[config.mk]
export PLATFORM = sky130hd
export DESIGN_NAME = instr_encoder_flat
export DESIGN_NICKNAME = d
export VERILOG_FILES = /design/src/rtl/instr_encoder_if.sv /design/src/rtl/instr_encoder.sv /design/src/flat_wrapper.sv
export SDC_FILE = /design/constraint.sdc
export NUM_CORES = 1
export LEC_CHECK = 0
export BUFFER_PORTS_ARGS = -buffer_cell sky130_fd_sc_hd__buf_4
export CORE_ASPECT_RATIO = 0.5
export CORE_UTILIZATION = 30
export CTS_BUF_LIST = sky130_fd_sc_hd__clkbuf_16
export CTS_CLUSTER_DIAMETER = 100
export DETAILED_ROUTE_END_ITERATION = 10
export PLACE_DENSITY_LB_ADDON = 0.08
export SETUP_SLACK_MARGIN = 0.2
export SYNTH_ARGS = -nofsm -noshare
export SYNTH_HDL_FRONTEND = slang
export SYNTH_SLANG_ARGS = --single-unit
export TNS_END_PERCENT = 5
[constraint.sdc]
create_clock -name clk -period 2.2 [get_ports clk]
set_input_delay 0 -clock clk [delete_from_list [all_inputs] [get_ports clk]]
set_output_delay 0 -clock clk [all_outputs]
set_load 0.02 [all_outputs]
[src/rtl/instr_encoder_if.sv]
// Request/write bus between an instruction-load master and instr_encoder.
// The slave side accepts encode requests and emits instruction-memory writes.
interface instr_encoder_if #(
  parameter int ADDR_W = 8
);
  logic              start;
  logic              in_valid;
  logic              in_ready;
  logic              in_last;
  logic [3:0]        op_sel;
  logic [3:0]        cond;
  logic              set_s;
  logic              use_imm;
  logic [3:0]        rd;
  logic [3:0]        rn;
  logic [3:0]        rm;
  logic [3:0]        rs;
  logic [23:0]       imm;
  logic              imem_we;
  logic [ADDR_W-1:0] imem_addr;
  logic [31:0]       imem_wdata;
  logic              busy;
  logic              done;
  logic              full;
  logic              err;

  modport master (
    output start, in_valid, in_last, op_sel, cond, set_s, use_imm,
           rd, rn, rm, rs, imm,
    input  in_ready, imem_we, imem_addr, imem_wdata, busy, done, full, err
  );

  modport slave (
    input  start, in_valid, in_last, op_sel, cond, set_s, use_imm,
           rd, rn, rm, rs, imm,
    output in_ready, imem_we, imem_addr, imem_wdata, busy, done, full, err
  );
endinterface

[src/rtl/instr_encoder.sv]
// Encodes ARM-style instruction requests into 32-bit words and streams them
// into an instruction memory at consecutive word addresses, one per cycle.
module instr_encoder #(
  parameter int ADDR_W = 8
) (
  input logic           clk,
  input logic           reset,
  instr_encoder_if.slave bus
);

  typedef enum logic [1:0] {
    IDLE = 2'd0,
    LOAD = 2'd1,
    DONE = 2'd2
  } state_t;

  typedef enum logic [3:0] {
    OP_ADD  = 4'd0,
    OP_SUB  = 4'd1,
    OP_AND  = 4'd2,
    OP_ORR  = 4'd3,
    OP_CMP  = 4'd4,
    OP_MOV  = 4'd5,
    OP_MOVW = 4'd6,
    OP_MUL  = 4'd7,
    OP_LDR  = 4'd8,
    OP_STR  = 4'd9,
    OP_B    = 4'd10
  } op_t;

  localparam logic [31:0]       NOP_WORD  = 32'hE1A0_0000;
  localparam logic [ADDR_W-1:0] ADDR_LAST = '1;

  state_t            state;
  logic [ADDR_W-1:0] addr;
  logic              we_q;
  logic [ADDR_W-1:0] addr_q;
  logic [31:0]       wdata_q;
  logic              full_q;
  logic              err_q;

  op_t         op;
  logic        accept;
  logic        at_last;
  logic [31:0] enc_word;
  logic        enc_bad;
  logic [3:0]  dp_cmd;
  logic        dp_s;
  logic [3:0]  dp_rn;
  logic [3:0]  dp_rd;
  logic [11:0] dp_op2;

  assign op      = op_t'(bus.op_sel);
  // start has priority over a request presented in the same cycle
  assign accept  = bus.in_valid && (state == LOAD) && !bus.start;
  assign at_last = (addr == ADDR_LAST);

  // NOTE: every always_comb output gets a default first so no path leaves it
  // unassigned; otherwise synthesis infers a latch.
  always_comb begin
    enc_word = NOP_WORD;
    enc_bad  = 1'b0;
    dp_cmd   = 4'b0000;
    dp_s     = bus.set_s;
    dp_rn    = bus.rn;
    dp_rd    = bus.rd;
    dp_op2   = bus.use_imm ? {4'h0, bus.imm[7:0]} : {8'h00, bus.rm};

    case (op)
      OP_ADD, OP_SUB, OP_AND, OP_ORR, OP_CMP, OP_MOV: begin
        case (op)
          OP_ADD:  dp_cmd = 4'b0100;
          OP_SUB:  dp_cmd = 4'b0010;
          OP_AND:  dp_cmd = 4'b0000;
          OP_ORR:  dp_cmd = 4'b1100;
          OP_CMP: begin
            dp_cmd = 4'b1010;
            dp_s   = 1'b1;
            dp_rd  = 4'h0;
          end
          OP_MOV: begin
            dp_cmd = 4'b1101;
            dp_rn  = 4'h0;
          end
          default: dp_cmd = 4'b0000;
        endcase
        enc_word = {bus.cond, 2'b00, bus.use_imm, dp_cmd, dp_s, dp_rn, dp_rd, dp_op2};
        enc_bad  = bus.use_imm && (bus.imm > 24'd255);
      end
      OP_MOVW: begin
        enc_word = {bus.cond, 8'b0011_0000, bus.imm[15:12], bus.rd, bus.imm[11:0]};
        enc_bad  = (bus.imm > 24'd65535);
      end
      OP_MUL: begin
        enc_word = {bus.cond, 7'b0000000, bus.set_s, 4'h0, bus.rd, bus.rs, 4'b1001, bus.rm};
      end
      OP_LDR, OP_STR: begin
        enc_word = {bus.cond, 2'b01, 5'b01100, (op == OP_LDR), bus.rn, bus.rd, bus.imm[11:0]};
        enc_bad  = (bus.imm > 24'd4095);
      end
      OP_B: begin
        enc_word = {bus.cond, 4'b1010, bus.imm};
      end
      default: enc_bad = 1'b1;
    endcase

    if (enc_bad) enc_word = NOP_WORD;
  end

  // NOTE: sequential state uses non-blocking assignments so every register
  // samples the pre-edge values, independent of statement order.
  always_ff @(posedge clk or posedge reset) begin
    if (reset) begin
      state   <= IDLE;
      addr    <= '0;
      we_q    <= 1'b0;
      addr_q  <= '0;
      wdata_q <= '0;
      full_q  <= 1'b0;
      err_q   <= 1'b0;
    end else begin
      we_q <= accept;
      if (accept) begin
        addr_q  <= addr;
        wdata_q <= enc_word;
      end

      if (bus.start) begin
        // A new session starts at address 0, so the saturation flag goes too.
        state  <= LOAD;
        addr   <= '0;
        err_q  <= 1'b0;
        full_q <= 1'b0;
      end else begin
        case (state)
          IDLE: state <= IDLE;
          LOAD: begin
            if (accept) begin
              if (enc_bad) err_q <= 1'b1;
              if (at_last) full_q <= 1'b1;
              else         addr   <= addr + ADDR_W'(1);
              if (bus.in_last || at_last) state <= DONE;
            end
          end
          DONE:    state <= DONE;
          default: state <= IDLE;
        endcase
      end
    end
  end

  assign bus.in_ready   = (state == LOAD);
  assign bus.busy       = (state == LOAD);
  assign bus.done       = (state == DONE);
  assign bus.imem_we    = we_q;
  assign bus.imem_addr  = addr_q;
  assign bus.imem_wdata = wdata_q;
  assign bus.full       = full_q;
  assign bus.err        = err_q;

endmodule

[src/flat_wrapper.sv]
// flat-port wrapper written by rule: the top's interface ports become plain ports
module instr_encoder_flat 
#(
  parameter int ADDR_W = 8
)
  (clk, reset, bus_start, bus_in_valid, bus_in_last, bus_op_sel, bus_cond, bus_set_s, bus_use_imm, bus_rd, bus_rn, bus_rm, bus_rs, bus_imm, bus_in_ready, bus_imem_we, bus_imem_addr, bus_imem_wdata, bus_busy, bus_done, bus_full, bus_err);
  instr_encoder_if #(.ADDR_W(ADDR_W)) bus_i ();
  input logic clk;
  input logic reset;
  input wire logic [$bits(bus_i.start)-1:0] bus_start;
  input wire logic [$bits(bus_i.in_valid)-1:0] bus_in_valid;
  input wire logic [$bits(bus_i.in_last)-1:0] bus_in_last;
  input wire logic [$bits(bus_i.op_sel)-1:0] bus_op_sel;
  input wire logic [$bits(bus_i.cond)-1:0] bus_cond;
  input wire logic [$bits(bus_i.set_s)-1:0] bus_set_s;
  input wire logic [$bits(bus_i.use_imm)-1:0] bus_use_imm;
  input wire logic [$bits(bus_i.rd)-1:0] bus_rd;
  input wire logic [$bits(bus_i.rn)-1:0] bus_rn;
  input wire logic [$bits(bus_i.rm)-1:0] bus_rm;
  input wire logic [$bits(bus_i.rs)-1:0] bus_rs;
  input wire logic [$bits(bus_i.imm)-1:0] bus_imm;
  output wire logic [$bits(bus_i.in_ready)-1:0] bus_in_ready;
  output wire logic [$bits(bus_i.imem_we)-1:0] bus_imem_we;
  output wire logic [$bits(bus_i.imem_addr)-1:0] bus_imem_addr;
  output wire logic [$bits(bus_i.imem_wdata)-1:0] bus_imem_wdata;
  output wire logic [$bits(bus_i.busy)-1:0] bus_busy;
  output wire logic [$bits(bus_i.done)-1:0] bus_done;
  output wire logic [$bits(bus_i.full)-1:0] bus_full;
  output wire logic [$bits(bus_i.err)-1:0] bus_err;
  assign bus_i.start = bus_start;
  assign bus_i.in_valid = bus_in_valid;
  assign bus_i.in_last = bus_in_last;
  assign bus_i.op_sel = bus_op_sel;
  assign bus_i.cond = bus_cond;
  assign bus_i.set_s = bus_set_s;
  assign bus_i.use_imm = bus_use_imm;
  assign bus_i.rd = bus_rd;
  assign bus_i.rn = bus_rn;
  assign bus_i.rm = bus_rm;
  assign bus_i.rs = bus_rs;
  assign bus_i.imm = bus_imm;
  assign bus_in_ready = bus_i.in_ready;
  assign bus_imem_we = bus_i.imem_we;
  assign bus_imem_addr = bus_i.imem_addr;
  assign bus_imem_wdata = bus_i.imem_wdata;
  assign bus_busy = bus_i.busy;
  assign bus_done = bus_i.done;
  assign bus_full = bus_i.full;
  assign bus_err = bus_i.err;
  instr_encoder #(.ADDR_W(ADDR_W)) u_core (.clk(clk), .reset(reset), .bus(bus_i));
endmodule
==> results.yml <==
worst_setup_path:
  cp_top_family: "simple AND/OR/NAND/NOR gates"
  critical_path.cell_chain: "inv_2, ha_4, nand2_2, or2_4, a2111oi_4, nand2_2, o21ai_1"
  max_stage_delay_ns: 0.39
  critPathMaxFanout: 7
  critPathBufInv: 1
  cpMaxStageDelayCell: "dfrtp_1"
  arrival_ns: 2.09
  worstSetupPathType: "reg2reg"
  crit_top_cell: "nand2_2"
  required_ns: 2.41
  start_kind: "flip-flop"
  crit_path_end_kind: "flip-flop"
sta:
  timing.setup.tns_ns: 0
  min_period_over_period_pct: 85.5
  fin_crit_ns: 1.88
  hold_viol_final: 0
  hold_ws_ns: 0.00793
  fmax_mhz: 532
  setup-violations-final: 0
  fin_skew_ns: 0.00902
  tightest_slew_ns: 0.686
  finalMaxSlewViolations: 0
  slew_headroom_pct: 54.2
  rsz0062_at_grt: "no"
place:
  gp_congestion: 0.800
  io_buffers: 100
  postPlaceCellArea_sq_mm: 0.00358
  place_hpwl_um: 5780
yosys:
  synth_cell_types: 54
  ys_top_cells_by_count: "64 x nand2_1, 53 x dfrtp_1, 20 x nor2_1"
  ys_ff_latch: 53
  synth_area_leader_cell: "dfrtp_1"
  synthCells: 286
  async_reset_ff_share_pct: 100
  syn_nets: 344
  ys.flop_type: "dfrtp_1"
  syn-mean-instance-area_sq_um: 9.42
  synth_seq_area_share_pct: 49.2
  synthTopCellsByArea: "dfrtp_1 49%, nand2_1 8.9%, a22oi_1 3.6%, o21ai_1 3.0%, nor2_1 2.8%"
  synth_most_common_cell: "nand2_1"
  netlist_area_sq_mm: 0.00269
  synth_edf_count: 0
  ys_warn_count: 0
  yosysTopAreaCellShare_pct: 49.2
die:
  start_util_pct: 30.9
  core_area_sq_mm: 0.00871
  num_io_pins: 101
  die_area_sq_mm: 0.00939
  rows: 24
  die_y_um: 69.0
  die_w_um: 136
clocking:
  cts_made_buffers: 5
  clk_latency_ns: 0.29
  cts_max_level: 2
  cts_tree: "yes"
  cts_sinks: 53
  clkTransAtPathRegs_ns: 0.07
  clockBufferDepth: 2
  root_buffer: "clkbuf_16"
layout:
  drive_gt1_share_pct: 35.6
  final_nets: 456
  area_growth_pct: 44.9
  postLayoutCoreUtil_pct: 44.8
  finalInstanceArea_sq_mm: 0.00390
  diodes: 0
  fillCellCount: 887
pwr:
  power.density_mw_per_mm2: 734
  irDropWorstVdd_mv: 0.335
  total_power_uw: 2870
  p_leak_uw: 0.00186
drt:
  viasPerCell: 4.89
  dr.pass1.iters: 6
  drc: 0
  wl_um: 7790
  drt_iter0_drc: 95
  wl_per_cell_um: 15.1
  antenna_left: 0
  vias: 2525
global_routing:
  grt_pass1_vias: 2494
  grt_start_max_net_pins: 47
  grt_pass1_wl_um: 12700
  antenna_found_initial: 0
  grt_usage_pct: 17.2
  overflow: 0
status:
  status: "complete, no violations"
run:
  max_cap_viol_count: 0
hold_path:
  worstHoldPathType: "in2reg"
[kinds of logic (layout without fill, tap and decap cells)]
kind of cell	after synthesis	in the layout	synth area share, %
buf+inv	23	135	3.44
flops	53	53	49.2
compound gates	78	78	22.2
xor+xnor	6	6	1.95
mux	2	2	0.743
simple gates	121	122	21.1
fa+ha+maj	3	3	1.39
[state kept, by name, indices dropped and copies added (netlist names)]
name                   cells
u_core.state               2
u_core.bus.err             1
u_core.addr                8
u_core.bus.imem_wdata     32
u_core.bus.imem_we         1
u_core.bus.imem_addr       8
u_core.bus.full            1
[metal layers]
layer  vias up  wire length [um]  share of wire, %  track usage [%]
li1       1248                 -                 -                -
met4         0                56              0.72             3.70
met3         5               406               5.2             4.19
met1      1221              3650                47             23.0
met2        51              3680                47             28.3
met5         -                 0                 0                0
[path summary, 6_finish.rpt]
kind                                    startpoint                  endpoint  slack, ns  cells after the start
min in group asynchronous                    reset   u_core.bus.imem_addr[7]       0.37                      3
setup / recovery                   u_core.state[1]  u_core.bus.imem_wdata[8]       0.32                      7
max in group asynchronous                    reset  u_core.bus.imem_wdata[7]       1.17                      4
hold / removal                          bus_imm[1]  u_core.bus.imem_wdata[1]      0.008                      3
hold reg to reg            u_core.bus.imem_addr[7]   u_core.bus.imem_addr[7]       0.48                      2
setup reg to reg                   u_core.state[1]  u_core.bus.imem_wdata[8]       0.32                      7
[worst reg2reg max path, stage by stage (launching register included)]
cell and delay [ns]:
dfrtp_1 0.39, inv_2 0.08, ha_4 0.15, nand2_2 0.07
or2_4 0.29, a2111oi_4 0.39, nand2_2 0.23, o21ai_1 0.19
[layout make-up]
| class | count | area (sq um) | area share [%] |
|---|---|---|---|
| clock buffers | 5 | 125 | 3.21 |
| inverters | 6 | 22.5 | 0.577 |
| well taps | 117 | 146 | 3.75 |
| repair buffers | 121 | 935 | 23.9 |
| flip-flops and latches | 53 | 1330 | 34.0 |
| clock inverters | 3 | 20.0 | 0.513 |
| multi-input cells | 211 | 1330 | 34.0 |
[where the power goes]
group,switching [uW],internal (uW)
sequential,80.1,1110
combinational,489,401
clock,367,423
[stage by stage]
stage / std cells / worst slack [ns]
2_1_floorplan: 286 / 0.247
3_3_place_gp: 494 / 0.143
3_5_place_dp: 494 / 0.00847
4_1_cts: 512 / 0.165
5_1_grt: 516 / 0.208
6_report: 516 / 0.319
[repair_timing]
item	CTS	global route
pin swaps	1	7
setup buffers	0	4
resized for setup	4	8
hold buffers	9	0
setup endpoints to repair	15	19
cloned	1	0
endpoints found under the hold margin	43	0
[cell usage in the layout, fill, tap and decap left out, types with 3 or more instances in the layout]
| cell type | n |
|---|---|
| buf_4 | 111 |
| nand2_1 | 62 |
| dfrtp_1 | 53 |
| nor2_1 | 20 |
| a22oi_1 | 13 |
| o21ai_1 | 12 |
| dlygate4sd3_1 | 9 |
| a31oi_1 | 8 |
| o31ai_2 | 6 |
| a21oi_1 | 5 |
| o21ai_0 | 5 |
| clkbuf_16 | 5 |
| xor2_1 | 4 |
| nand3_1 | 4 |
| nand4_1 | 4 |
| o21ai_2 | 4 |
| a222oi_1 | 4 |
| nand2_2 | 3 |
| nor4_1 | 3 |
| and2_1 | 3 |
| nor3b_1 | 3 |
| a211o_1 | 3 |
| nor2b_1 | 3 |
| o31ai_1 | 3 |
| inv_1 | 3 |
Power figures use the tool's default switching activity.
